## config.mk

```make
export PLATFORM = sky130hd
export DESIGN_NAME = cg_seq_core
export DESIGN_NICKNAME = d
export VERILOG_FILES = /design/src/rtl/cg_seq_core.sv
export SDC_FILE = /design/constraint.sdc
export NUM_CORES = 1
export LEC_CHECK = 0
export ABC_CLOCK_PERIOD_IN_PS = 13000
export CAP_MARGIN = 10
export CORE_MARGIN = 5
export CORE_UTILIZATION = 40
export CTS_CLUSTER_DIAMETER = 40
export CTS_CLUSTER_SIZE = 12
export DETAILED_ROUTE_END_ITERATION = 8
export PLACE_DENSITY = 0.76
export SYNTH_ARGS = -nofsm -noshare
export SYNTH_HDL_FRONTEND = slang
export SYNTH_SLANG_ARGS = --single-unit
```

## constraint.sdc

```tcl
create_clock -name clk -period 13 [get_ports clk]
set_input_delay 1.95 -clock clk [delete_from_list [all_inputs] [get_ports clk]]
set_output_delay 1.95 -clock clk [all_outputs]
set_load 0.01 [all_outputs]
```

## src/rtl/cg_seq_core.sv

```systemverilog
// cg_seq_core: multi-stage coilgun sequencer, one shared accumulator/prescaler walking N_STAGES coils.
// Optional macro CG_DWELL_CAPTURE_EN adds O_DWELL, the per-stage on-time captured when each FIRE ends.
module cg_seq_core #(
  parameter int N_STAGES = 3,
  parameter int ACC_W    = 24,
  parameter int PRE_W    = 4,
  localparam int SW      = (N_STAGES > 1) ? $clog2(N_STAGES) : 1
) (
  input  logic                      clk,
  input  logic                      I_RST_N,
  input  logic                      I_TRIG,
  input  logic [N_STAGES-1:0]       I_GATE,
  input  logic                      I_ABORT,
  input  logic [N_STAGES*ACC_W-1:0] I_DLY,
  input  logic [N_STAGES*ACC_W-1:0] I_LMT,
  input  logic [N_STAGES*PRE_W-1:0] I_DIV,
  input  logic                      I_OE,
  input  logic                      I_EN,
  input  logic                      I_LEN,
  output logic [N_STAGES-1:0]       O_SOE,
  output logic [N_STAGES-1:0]       O_RTE,
  output logic                      O_BUSY,
  output logic                      O_FAULT,
  output logic                      O_DONE,
  output logic [SW-1:0]             O_STAGE,
  output logic [ACC_W-1:0]          O_ACC
`ifdef CG_DWELL_CAPTURE_EN
  ,output logic [N_STAGES*ACC_W-1:0] O_DWELL
`endif
);

  typedef enum logic [1:0] {
    ST_IDLE  = 2'd0,
    ST_DELAY = 2'd1,
    ST_FIRE  = 2'd2,
    ST_FAULT = 2'd3
  } state_e;

  localparam int NI = N_STAGES + 2;

  function automatic logic [ACC_W-1:0] sel_acc(input logic [N_STAGES*ACC_W-1:0] v,
                                               input logic [SW-1:0] idx);
    logic [ACC_W-1:0] r;
    r = {ACC_W{1'b0}};
    for (int k = 0; k < N_STAGES; k++) begin
      r = (idx == SW'(k)) ? v[k*ACC_W +: ACC_W] : r;
    end
    return r;
  endfunction

  function automatic logic [PRE_W-1:0] sel_pre(input logic [N_STAGES*PRE_W-1:0] v,
                                               input logic [SW-1:0] idx);
    logic [PRE_W-1:0] r;
    r = {PRE_W{1'b0}};
    for (int k = 0; k < N_STAGES; k++) begin
      r = (idx == SW'(k)) ? v[k*PRE_W +: PRE_W] : r;
    end
    return r;
  endfunction

  logic [NI-1:0]       sync1_q, sync2_q, sync3_q, edge_q, edge_d;
  state_e              state_q, state_d;
  logic [SW-1:0]       stage_q, stage_d;
  logic [ACC_W-1:0]    acc_q, acc_d;
  logic [PRE_W-1:0]    pre_q, pre_d;
  logic [N_STAGES-1:0] rte_q, rte_d;
  logic                done_q, done_d;
`ifdef CG_DWELL_CAPTURE_EN
  logic [N_STAGES*ACC_W-1:0] dwell_q, dwell_d;
`endif

  logic                trig_e_s, abort_e_s, gate_cur_s, last_s, tick_s;
  logic [SW-1:0]       stage_nxt_s;
  logic [N_STAGES-1:0] soe_s;

  // Edge pulse from the synchronised level; sync3 is the previous sample of sync2.
  always_comb begin
    edge_d = sync2_q & ~sync3_q;
  end

  always_ff @(posedge clk or negedge I_RST_N) begin
    if (!I_RST_N) begin
      sync1_q <= {NI{1'b0}};
      sync2_q <= {NI{1'b0}};
      sync3_q <= {NI{1'b0}};
      edge_q  <= {NI{1'b0}};
    end else begin
      sync1_q <= {I_ABORT, I_GATE, I_TRIG};
      sync2_q <= sync1_q;
      sync3_q <= sync2_q;
      edge_q  <= edge_d;
    end
  end

  assign trig_e_s    = edge_q[0];
  assign abort_e_s   = edge_q[NI-1];
  assign gate_cur_s  = edge_q[1 + int'(stage_q)];
  assign last_s      = (stage_q == SW'(N_STAGES - 1));
  assign stage_nxt_s = stage_q + SW'(1);
  assign tick_s      = (pre_q == sel_pre(I_DIV, stage_q));

  // Next-state logic; a gate edge is tested before the runtime limit so the gate wins a tie.
  always_comb begin
    state_d = state_q;
    stage_d = stage_q;
    acc_d   = acc_q;
    rte_d   = rte_q;
    done_d  = 1'b0;
`ifdef CG_DWELL_CAPTURE_EN
    dwell_d = dwell_q;
`endif
    if (!I_EN || abort_e_s) begin
      state_d = ST_IDLE;
      stage_d = {SW{1'b0}};
      acc_d   = {ACC_W{1'b0}};
    end else begin
      case (state_q)
        ST_IDLE: begin
          if (trig_e_s) begin
            state_d = ST_DELAY;
            stage_d = {SW{1'b0}};
            acc_d   = sel_acc(I_DLY, {SW{1'b0}});
            rte_d   = {N_STAGES{1'b0}};
`ifdef CG_DWELL_CAPTURE_EN
            dwell_d = {(N_STAGES*ACC_W){1'b0}};
`endif
          end else begin
            state_d = ST_IDLE;
          end
        end
        ST_DELAY: begin
          if (tick_s) begin
            if (acc_q == {ACC_W{1'b0}}) begin
              state_d = ST_FIRE;
              acc_d   = {ACC_W{1'b0}};
            end else begin
              acc_d   = acc_q - ACC_W'(1);
            end
          end else begin
            acc_d = acc_q;
          end
        end
        ST_FIRE: begin
          if (gate_cur_s) begin
`ifdef CG_DWELL_CAPTURE_EN
            dwell_d[int'(stage_q)*ACC_W +: ACC_W] = acc_q;
`endif
            if (last_s) begin
              state_d = ST_IDLE;
              stage_d = {SW{1'b0}};
              acc_d   = {ACC_W{1'b0}};
              done_d  = 1'b1;
            end else begin
              state_d = ST_DELAY;
              stage_d = stage_nxt_s;
              acc_d   = sel_acc(I_DLY, stage_nxt_s);
            end
          end else if (I_LEN && (acc_q >= sel_acc(I_LMT, stage_q))) begin
`ifdef CG_DWELL_CAPTURE_EN
            dwell_d[int'(stage_q)*ACC_W +: ACC_W] = acc_q;
`endif
            state_d = ST_FAULT;
            rte_d[stage_q] = 1'b1;
          end else if (tick_s && (acc_q != {ACC_W{1'b1}})) begin
            acc_d = acc_q + ACC_W'(1);
          end else begin
            acc_d = acc_q;
          end
        end
        ST_FAULT: begin
          state_d = ST_FAULT;
        end
        default: begin
          state_d = ST_IDLE;
          stage_d = {SW{1'b0}};
          acc_d   = {ACC_W{1'b0}};
        end
      endcase
    end
  end

  // Prescaler restarts on any state or stage change so each phase begins with a full period.
  always_comb begin
    if ((state_d != state_q) || (stage_d != stage_q)) begin
      pre_d = {PRE_W{1'b0}};
    end else if (tick_s) begin
      pre_d = {PRE_W{1'b0}};
    end else begin
      pre_d = pre_q + PRE_W'(1);
    end
  end

  always_ff @(posedge clk or negedge I_RST_N) begin
    if (!I_RST_N) begin
      state_q <= ST_IDLE;
      stage_q <= {SW{1'b0}};
      acc_q   <= {ACC_W{1'b0}};
      pre_q   <= {PRE_W{1'b0}};
      rte_q   <= {N_STAGES{1'b0}};
      done_q  <= 1'b0;
`ifdef CG_DWELL_CAPTURE_EN
      dwell_q <= {(N_STAGES*ACC_W){1'b0}};
`endif
    end else begin
      state_q <= state_d;
      stage_q <= stage_d;
      acc_q   <= acc_d;
      pre_q   <= pre_d;
      rte_q   <= rte_d;
      done_q  <= done_d;
`ifdef CG_DWELL_CAPTURE_EN
      dwell_q <= dwell_d;
`endif
    end
  end

  // Coil drive is gated by I_EN here so dropping enable cuts the coil without waiting a clock.
  always_comb begin
    soe_s = {N_STAGES{1'b0}};
    if ((state_q == ST_FIRE) && I_EN && I_OE) begin
      soe_s[stage_q] = 1'b1;
    end else begin
      soe_s = {N_STAGES{1'b0}};
    end
  end

  assign O_SOE   = soe_s;
  assign O_RTE   = rte_q;
  assign O_BUSY  = (state_q == ST_DELAY) || (state_q == ST_FIRE);
  assign O_FAULT = (state_q == ST_FAULT);
  assign O_DONE  = done_q;
  assign O_STAGE = stage_q;
  assign O_ACC   = acc_q;
`ifdef CG_DWELL_CAPTURE_EN
  assign O_DWELL = dwell_q;
`endif

endmodule

```

== Yosys cells after proc, flatten, opt, wreduce, memory -nomap -nowiden ==
Index checks and enable logic that the tools add are counted.

* Equal/unequal tests: 18
* Add/sub/neg operators: 5
* Mux-type cells: 47
* Order comparisons: 4
* Bitwise logic cells: 4
* Reduce and logical (&&, ||, !) cells: 17

{| class="wikitable"
|+ Operator list
! operator !! count
|-
| $mux 24 || 14
|-
| $pmux 24 s3 || 1
|-
| $add 24x1->24 const B || 1
|-
| $ge 24x24->1 || 1
|-
| $logic_not 24->1 || 1
|-
| $ne 24x24->1 const B || 1
|-
| $sub 24x1->24 const B || 1
|-
| $mux 4 || 5
|-
| $mux 2 || 9
|-
| $mux 3 || 4
|-
| $reduce_and 5->1 || 2
|-
| $mux 1 || 9
|-
| $eq 2x2->1 const B || 4
|-
| $ne 4x4->1 const B || 2
|-
| $pmux 2 s4 || 1
|-
| $eq 2x1->1 const B || 3
|-
| $logic_not 2->1 || 3
|-
| $ne 2x2->1 const B || 3
|-
| $ne 3x3->1 const B || 2
|-
| $pmux 3 s2 || 1
|-
| $and 5x5->5 || 1
|-
| $logic_and 1x1->1 || 5
|-
| $not 5->5 || 1
|-
| $add 4x1->4 const B || 1
|-
| other kinds (16) || 19
|}

* Output and inout bits: 35
* Input port bits: 166
* Word-level logic and storage cells: 105
* Bits in registers: 56

== Longest topological paths before layout ==
Gate-level depths: netlist (run 1).

* Depth after elaboration: 13
* Gate-level depth with buffers: 20
* Gate-level depth less buffers: 14

== Least setup slack after synthesis (run 1) ==
Ideal clock, no wire load.

* Kind: register to register
* From: reg stage_q[1], in the netlist O_STAGE[1]
* To: reg acc_q[14], in the netlist O_ACC[14]
* Setup slack: 8.563 ns
* Buffers on the path: 7
* Cell stages (with the launch flop): 21
* Data arrival time: 4.342 ns
* Required time: 12.905 ns
* Period minus slack after synthesis: 4.437 ns
* Setup time: 0.095 ns
* Path through: dfrtp_1 -> inv_1 -> ha_1 -> clkbuf_1 -> clkbuf_1 -> buf_2 -> buf_1 -> clkbuf_1 -> a221o_1 -> o21ai_0 -> ha_1 -> nand4_1 -> nor4_1 -> o21ai_0 -> o311ai_2 -> a211oi_2 -> o21ai_1 -> buf_6 -> buf_2 -> nand3_1 -> o31ai_1

* Longest elaborated chain between the ends: 9
* Elaborated cells between the ends (all ways): 32
* Classes of those cells: add/sub (2); order compare (1); eq/ne (8); mux (16); reduce/logical (5)

{| class="wikitable"
|+ RTL lines
! what !! RTL line !! RTL
|-
| start, declared || 63 || <nowiki>logic [SW-1:0] stage_q, stage_d;</nowiki>
|-
| start signal, assigned || 196 || <nowiki>stage_q <= {SW{1'b0}};</nowiki>
|-
| start signal, assigned || 206 || <nowiki>stage_q <= stage_d;</nowiki>
|-
| parallel branches: the longest is 9 deep, another holds $ge 24x24->1 || - ||
|-
| end signal, assigned || 197 || <nowiki>acc_q <= {ACC_W{1'b0}};</nowiki>
|-
| end, declared || 64 || <nowiki>logic [ACC_W-1:0] acc_q, acc_d;</nowiki>
|}

Parallel ways; which one is timed is not known. The select of a mux whose other input is x is not followed.
A chain may end at the register's enable or synchronous reset.

== Worst setup path after layout (run 1) ==
* From: in I_EN
* To: out O_SOE[0]

* Longest elaborated chain between the ends: 3

{| class="wikitable"
|+ RTL lines
! what !! RTL line !! RTL
|-
| start, declared || 18 || <nowiki>input logic I_EN,</nowiki>
|-
| $logic_and 1x1->1 (2 in series) || 220 || <nowiki>if ((state_q == ST_FIRE) && I_EN && I_OE) begin</nowiki>
|-
| $mux 3 || 220 ||
|-
| end, declared || 20 || <nowiki>output logic [N_STAGES-1:0] O_SOE,</nowiki>
|}

No other way between the ends.

==> impl_metrics.py, run 1 <==
metrics = {
    "route": {
        "antenna_left": 0,
        "via_count": 6265,
        "dr.pass1.iters": 5,
        "avgViaCountPerCell": 5.894,
        "drcViolationCount": 0,
        "wl_per_cell_um": 18.60,
        "wirelength_um": 19770,
        "drt_iter0_drc": 582,
    },
    "setup_path": {
        "max_stage_delay_ns": 0.53,
        "worst-path-buf-inv": 2,
        "cp_top_family": "buffers and inverters",
        "critical_path.most_common_cell": "clkdlybuf4s50_1",
        "cp_slowest_cell": "clkdlybuf4s50_1",
        "crit_type": "in2out",
        "crit_chain": "clkdlybuf4s50_1 -> and3_1 -> and2_1 -> clkdlybuf4s50_1",
        "worstPathRequired_ns": 11.05,
        "cp_max_fo": 3,
        "endpoint_kind": "output pin",
        "crit_path_start_kind": "primary input",
        "arrival_ns": 3.38,
    },
    "die": {
        "dieArea_um2": 16540,
        "die_width_um": 128.6,
        "start_util_pct": 40.69,
        "floorplan.rows": 43,
        "core-area_um2": 13830,
        "io_pins": 201,
        "die_y_um": 128.6,
    },
    "power_and_ir_drop": {
        "p_leak_nw": 2.944,
        "power.total_mw": 0.5787,
        "ir_drop_uv": 56.59,
        "powerDensity_nw_per_um2": 74.35,
    },
    "yosys": {
        "ys.flop_type": "dfrtp_1",
        "synth_area_per_cell_um2": 7.645,
        "synth_cell_type_count": 57,
        "yosys-top-cells-area": "dfrtp_1 (25%), o21ai_0 (8.9%), ha_1 (8.5%), a21oi_1 (4.6%), xnor2_1 (4.5%)",
        "synth_nets": 940,
        "synth_seq_area_share_pct": 24.91,
        "synth_edf_count": 0,
        "synthCells": 736,
        "ys_warn_count": 0,
        "ys_ff_latch": 56,
        "async_reset_ff_share_pct": 100.0,
        "synth_area_um2": 5627,
        "synth_top_area_share_pct": 24.91,
        "synth_most_common_cell": "o21ai_0",
        "yosys.area.top_type": "dfrtp_1",
        "yosys-top-cells-count": "o21ai_0 (100), nand2_1 (64), dfrtp_1 (56)",
    },
    "grt": {
        "grt_overflow": 0,
        "grt_antenna_before_repair": 0,
        "grtUsageTotal_pct": 22.84,
        "grt_pass1_wl_um": 30840,
        "grt_pass1_vias": 5777,
        "grt_max_degree": 83,
    },
    "sta": {
        "tns_ns": 0,
        "grt_setup_unrepaired": "false",
        "drv_slew": 0,
        "clock.fmax_ghz": 0.1874,
        "final_hold_viol_count": 0,
        "setup_viol_count_final": 0,
        "fin_ws_ns": 7.665,
        "relSlewSlack_pct": 30.23,
        "finalClockSkew_ns": 0.007441,
        "tightest_slew_ns": 1.042,
        "final.period_utilization_pct": 41.04,
        "fin_crit_ns": 5.335,
    },
    "status": {
        "status": "finished clean",
    },
    "layout": {
        "utilization_pct": 56.29,
        "fillers": 1279,
        "nNetsFinal": 1086,
        "syn2layout_area_growth_pct": 38.34,
        "regArea_um2": 1401,
        "num_antenna_cells": 0,
        "multi_input_area_um2": 3886,
        "drive_gt1_share_pct": 3.624,
    },
    "clock_network": {
        "cts_setup_buffers": 0,
        "clk_latency_ns": 0.30,
        "ctsResizeCount": 0,
        "cts_tree": "built",
        "ctsHoldBuffers": 0,
        "cts-root-buf": "clkbuf_16",
        "cts_sinks": 56,
        "clk_pin_slew_ns": 0.08,
        "h-tree-depth": 2,
        "cts_buffer_depth": 2,
        "cts-buffers-inserted": 5,
    },
    "placed_design": {
        "place_congestion": 0.8967,
        "pre_cts_ws_ns": 7.644,
        "hpwl_um": 14520,
        "port_buffers": 200,
    },
    "worst_hold_path": {
        "hold_class": "reg2reg",
    },
    "flow_run": {
        "max_cap_viol_count": 0,
    },
}
==> cell usage in the layout, fill, tap and decap left out, drive strengths merged, types with 4 or more instances in the layout <==
cell type	n
a221o	23
o22ai	13
nor2	39
xnor2	30
o221ai	8
nand2b	10
nand4	13
a31oi	7
inv	13
mux2i	4
dfrtp	56
and2	4
nand3b	5
ha	38
clkdlybuf4s50	199
nand3	37
a221oi	6
o21a	4
clkbuf	5
nor2b	16
buf	12
a22oi	20
and3	4
or3	4
xor2	19
nor3	21
a21oi	52
o31ai	16
nor4	11
o21ai	105
o211ai	4
nand2	64
==> flip-flops by register name, summed over array words and instances, names as in the netlist <==
name	flops
sync2_q	5
O_STAGE	2
O_DONE	1
edge_q	5
O_ACC	24
sync1_q	5
pre_q	4
state_q	2
sync3_q	5
O_RTE	3
==> per-layer routing <==
layer,GRT usage (%),vias to the layer above,wire length (um)
met5,0,-,0
li1,-,3037,-
met3,4.027,16,2050
met4,4.200,0,212
met2,35.92,302,8851
met1,33.21,2910,8657
==> where the power goes <==
group	internal (mW)	switching, mW	total, mW
combinational	0.118	0.0984	0.216
sequential	0.187	0.0289	0.216
clock	0.0745	0.0718	0.146
==> final cells by class <==
type	count	share of cell area [%]
Multi-Input combinational cell	598	49.93
Timing Repair Buffer	211	26.72
Sequential cell	56	18.00
Tap cell	180	2.893
Clock buffer	5	1.607
Inverter	10	0.4822
Clock inverter	3	0.3697
==> kinds of logic after synthesis <==
kind of cell             share of synthesized area [%]
flip-flops                                       24.91
AND/OR/NAND/NOR                                  21.10
XOR/XNOR                                         7.761
buffers and inverters                            6.271
multiplexers                                    0.7116
adder cells (fa/ha/maj)                          8.450
AO/OA/AOI/OAI                                    30.80
==> per-stage QoR <==
| stage | hold slack (ns) | cells | area, um^2 |
|---|---|---|---|
| 6_report | 0.3506 | 1063 | 7784 |
| 2_1_floorplan | 0.3312 | 736 | 5627 |
| 5_1_grt | 0.3601 | 1063 | 7784 |
| 3_5_place_dp | 0.3347 | 1055 | 7630 |
| 3_3_place_gp | 0.3321 | 1055 | 7630 |
| 4_1_cts | 0.3526 | 1063 | 7784 |
==> worst paths after layout <==
path                       startpoint         end  slack (ns)  cells after the start
hold reg to reg            sync1_q[2]  sync2_q[2]        0.35                      0
hold / removal             sync1_q[2]  sync2_q[2]        0.35                      0
setup / recovery                 I_EN    O_SOE[0]        7.67                      4
max in group asynchronous     I_RST_N   O_ACC[11]       10.72                      2
setup reg to reg           O_STAGE[0]    O_ACC[7]        8.01                     15
min in group asynchronous     I_RST_N  sync3_q[2]        1.80                      2
==> worst reg2reg max path: cells and delay by family, from the launching register on <==
kind	cells	cell delay (ns)
AND/OR/NAND/NOR	3	1.44
adder cells (fa/ha/maj)	2	0.79
flip-flops	1	0.53
buffers and inverters	2	0.67
AO/OA/AOI/OAI	8	1.45
Note: power is estimated with default switching activity, not from simulation.
==> run 2, diff against run 1 <==
- ABC_CLOCK_PERIOD_IN_PS: 13000 -> 4800
- PLACE_DENSITY: 0.76 -> 0.79
- clock period: 13 -> 4.8 ns (I/O delays scaled with it)
==> run 2 against run 1 <==
- wire length rose by 3.5%
- non-clock buffer count rose by 7
- global-route usage rose by 0.72 points
- utilization rose by 0.48 points
- largest cell class unchanged
- highest routed layer unchanged
==> impl_metrics.py, run 2 (synthesis gave the netlist of run 1 again) <==
metrics = {
    "clock_network": {
        "h-tree-depth": 2,
        "cts_buffer_depth": 2,
        "ctsResizeCount": 0,
        "cts-buffers-inserted": 5,
        "cts_tree": "built",
        "cts-root-buf": "clkbuf_16",
        "ctsHoldBuffers": 0,
        "cts_setup_buffers": 0,
        "clk_latency_ns": 0.31,
        "cts_sinks": 56,
        "clk_pin_slew_ns": 0.08,
    },
    "sta": {
        "tightest_slew_ns": 0.9013,
        "clock.fmax_ghz": 0.2363,
        "final_hold_viol_count": 0,
        "fin_crit_ns": 4.232,
        "finalClockSkew_ns": 0.009000,
        "grt_setup_unrepaired": "false",
        "relSlewSlack_pct": 39.45,
        "whs_ns": 0.3512,
        "tns_ns": 0,
        "final.period_utilization_pct": 88.17,
        "drv_slew": 0,
        "setup_viol_count_final": 0,
    },
    "layout": {
        "syn2layout_area_growth_pct": 39.52,
        "final_cell_mix": "clkdlybuf4s50_1 (199), o21ai_0 (99), nand2_1 (64)",
        "nNetsFinal": 1093,
        "final_common_cell": "clkdlybuf4s50_1",
        "drive_gt1_share_pct": 4.382,
        "largest_reg_flops": 24,
        "finish.instance_area_um2": 7850,
        "num_antenna_cells": 0,
        "fillers": 1253,
    },
    "power_and_ir_drop": {
        "power_frac_comb_pct": 37.5,
        "net-switching-power_mw": 0.5547,
        "sw_frac_of_total_pct": 34.96,
        "ir_drop_uv": 172.4,
        "p_leak_nw": 2.980,
        "p_seq_share_pct": 37.1,
        "powerDensity_nw_per_um2": 202.1,
        "power.internal_mw": 1.032,
        "pwr-share-clk_pct": 25.4,
    },
    "setup_path": {
        "cp_max_fo": 17,
        "crit_path_start_kind": "flip-flop",
        "cp_slowest_cell": "dfrtp_1",
        "max_stage_delay_ns": 0.58,
        "worstPathRequired_ns": 5.01,
        "arrival_ns": 4.44,
        "crit_chain": "inv_1 -> ha_2 -> inv_1 -> o21ai_0 -> ha_1 -> nand4_1 -> nor4_1 -> o21ai_0 -> o311ai_2 -> a211oi_2 -> o21ai_2 -> buf_4 -> nand3_1 -> o31ai_1",
        "endpoint_kind": "flip-flop",
        "crit_type": "reg2reg",
    },
    "placed_design": {
        "place_congestion": 0.9390,
        "place_area_um2": 7696,
        "port_buffers": 200,
        "hpwl_um": 15350,
    },
    "route": {
        "antenna_left": 0,
        "wirelength_um": 20460,
        "dr.pass1.iters": 5,
        "via_count": 6416,
        "wl_per_cell_um": 19.12,
        "avgViaCountPerCell": 5.996,
        "drcViolationCount": 0,
        "drt_iter0_drc": 511,
    },
    "die": {
        "die_y_um": 128.6,
        "dieArea_um2": 16540,
        "io_pins": 201,
        "start_util_pct": 40.69,
        "die_width_um": 128.6,
        "floorplan.rows": 43,
        "core-area_um2": 13830,
    },
    "grt": {
        "grtUsageMet1_pct": 31.27,
        "grt_overflow": 0,
        "grt_use_met2_pct": 39.04,
        "grtUsageTotal_pct": 23.55,
        "grt_pass1_vias": 6192,
        "grt_max_degree": 57,
        "grt_pass1_wl_um": 31820,
        "use_met3_pct": 5.189,
        "top_usage_layer": "met2",
        "grt_antenna_before_repair": 0,
    },
    "flow_run": {
        "max_cap_viol_count": 0,
    },
    "worst_hold_path": {
        "hold_class": "reg2reg",
    },
    "status": {
        "status": "finished clean",
    },
}
run 2: cell count changes in the layout (fill, tap and decap cells not counted), sizes merged:
cell / change
buf: +7
run 2: worst max-delay path, delay by kind of cell (launching register included):
family	cells	cell delay, ns
AO/OA/AOI/OAI	6	1.43
adder cells (fa/ha/maj)	2	0.67
buffers and inverters	3	0.86
flip-flops	1	0.58
AND/OR/NAND/NOR	3	0.61
run 2: cell type report:
type                       count  area, um^2  share of cell area [%]
clock buffer                   5       125.1                   1.594
clock inverter                 3       28.78                  0.3666
inverter                      10       37.54                  0.4782
multi-input combinational    598        3887                   49.52
sequential                    56        1401                   17.85
tap                          180       225.2                   2.869
timing repair buffer         218        2145                   27.32
run 2: per-layer routing:
metal | wire, um | part of all wire [%] | up-vias
met5 | 0 | 0 | -
met4 | 387 | 1.9 | 0
met3 | 2353 | 11 | 29
met2 | 9532 | 47 | 369
met1 | 8189 | 40 | 2979
li1 | - | - | 3039
run 2: final timing paths:
| check | from | to | slack (ns) | cells after the start |
|---|---|---|---|---|
| worst max-delay path | O_STAGE[0] | O_ACC[2] | 0.57 | 14 |
| worst min-delay path | sync1_q[2] | sync2_q[2] | 0.35 | 0 |
| worst max register to register | O_STAGE[0] | O_ACC[2] | 0.57 | 14 |
| worst min register to register | sync1_q[2] | sync2_q[2] | 0.35 | 0 |
| max in group asynchronous | I_RST_N | O_ACC[12] | 3.75 | 2 |
| min in group asynchronous | I_RST_N | O_ACC[11] | 0.56 | 2 |
run 2: stage by stage:
stage / power (mW) / util, % / setup WS (ns) / cells
final: 1.587 / 56.77 / 0.5676 / 1070
after global routing: 1.675 / 56.77 / 0.1437 / 1070
after CTS: 1.584 / 56.77 / 0.6054 / 1070
after detailed placement: 1.183 / 55.66 / 0.6337 / 1062
after global placement: 1.169 / 55.66 / 0.7618 / 1062
after floorplan: 0.9301 / - / 0.3631 / 736
run 2: power by group through the flow:
stage	logic, mW	registers, mW	clock network, mW
final	0.594	0.589	0.404
after global placement	0.575	0.594	0
after detailed placement	0.586	0.597	0
after floorplan	0.378	0.552	0
after CTS	0.591	0.587	0.406
after global routing	0.654	0.598	0.423
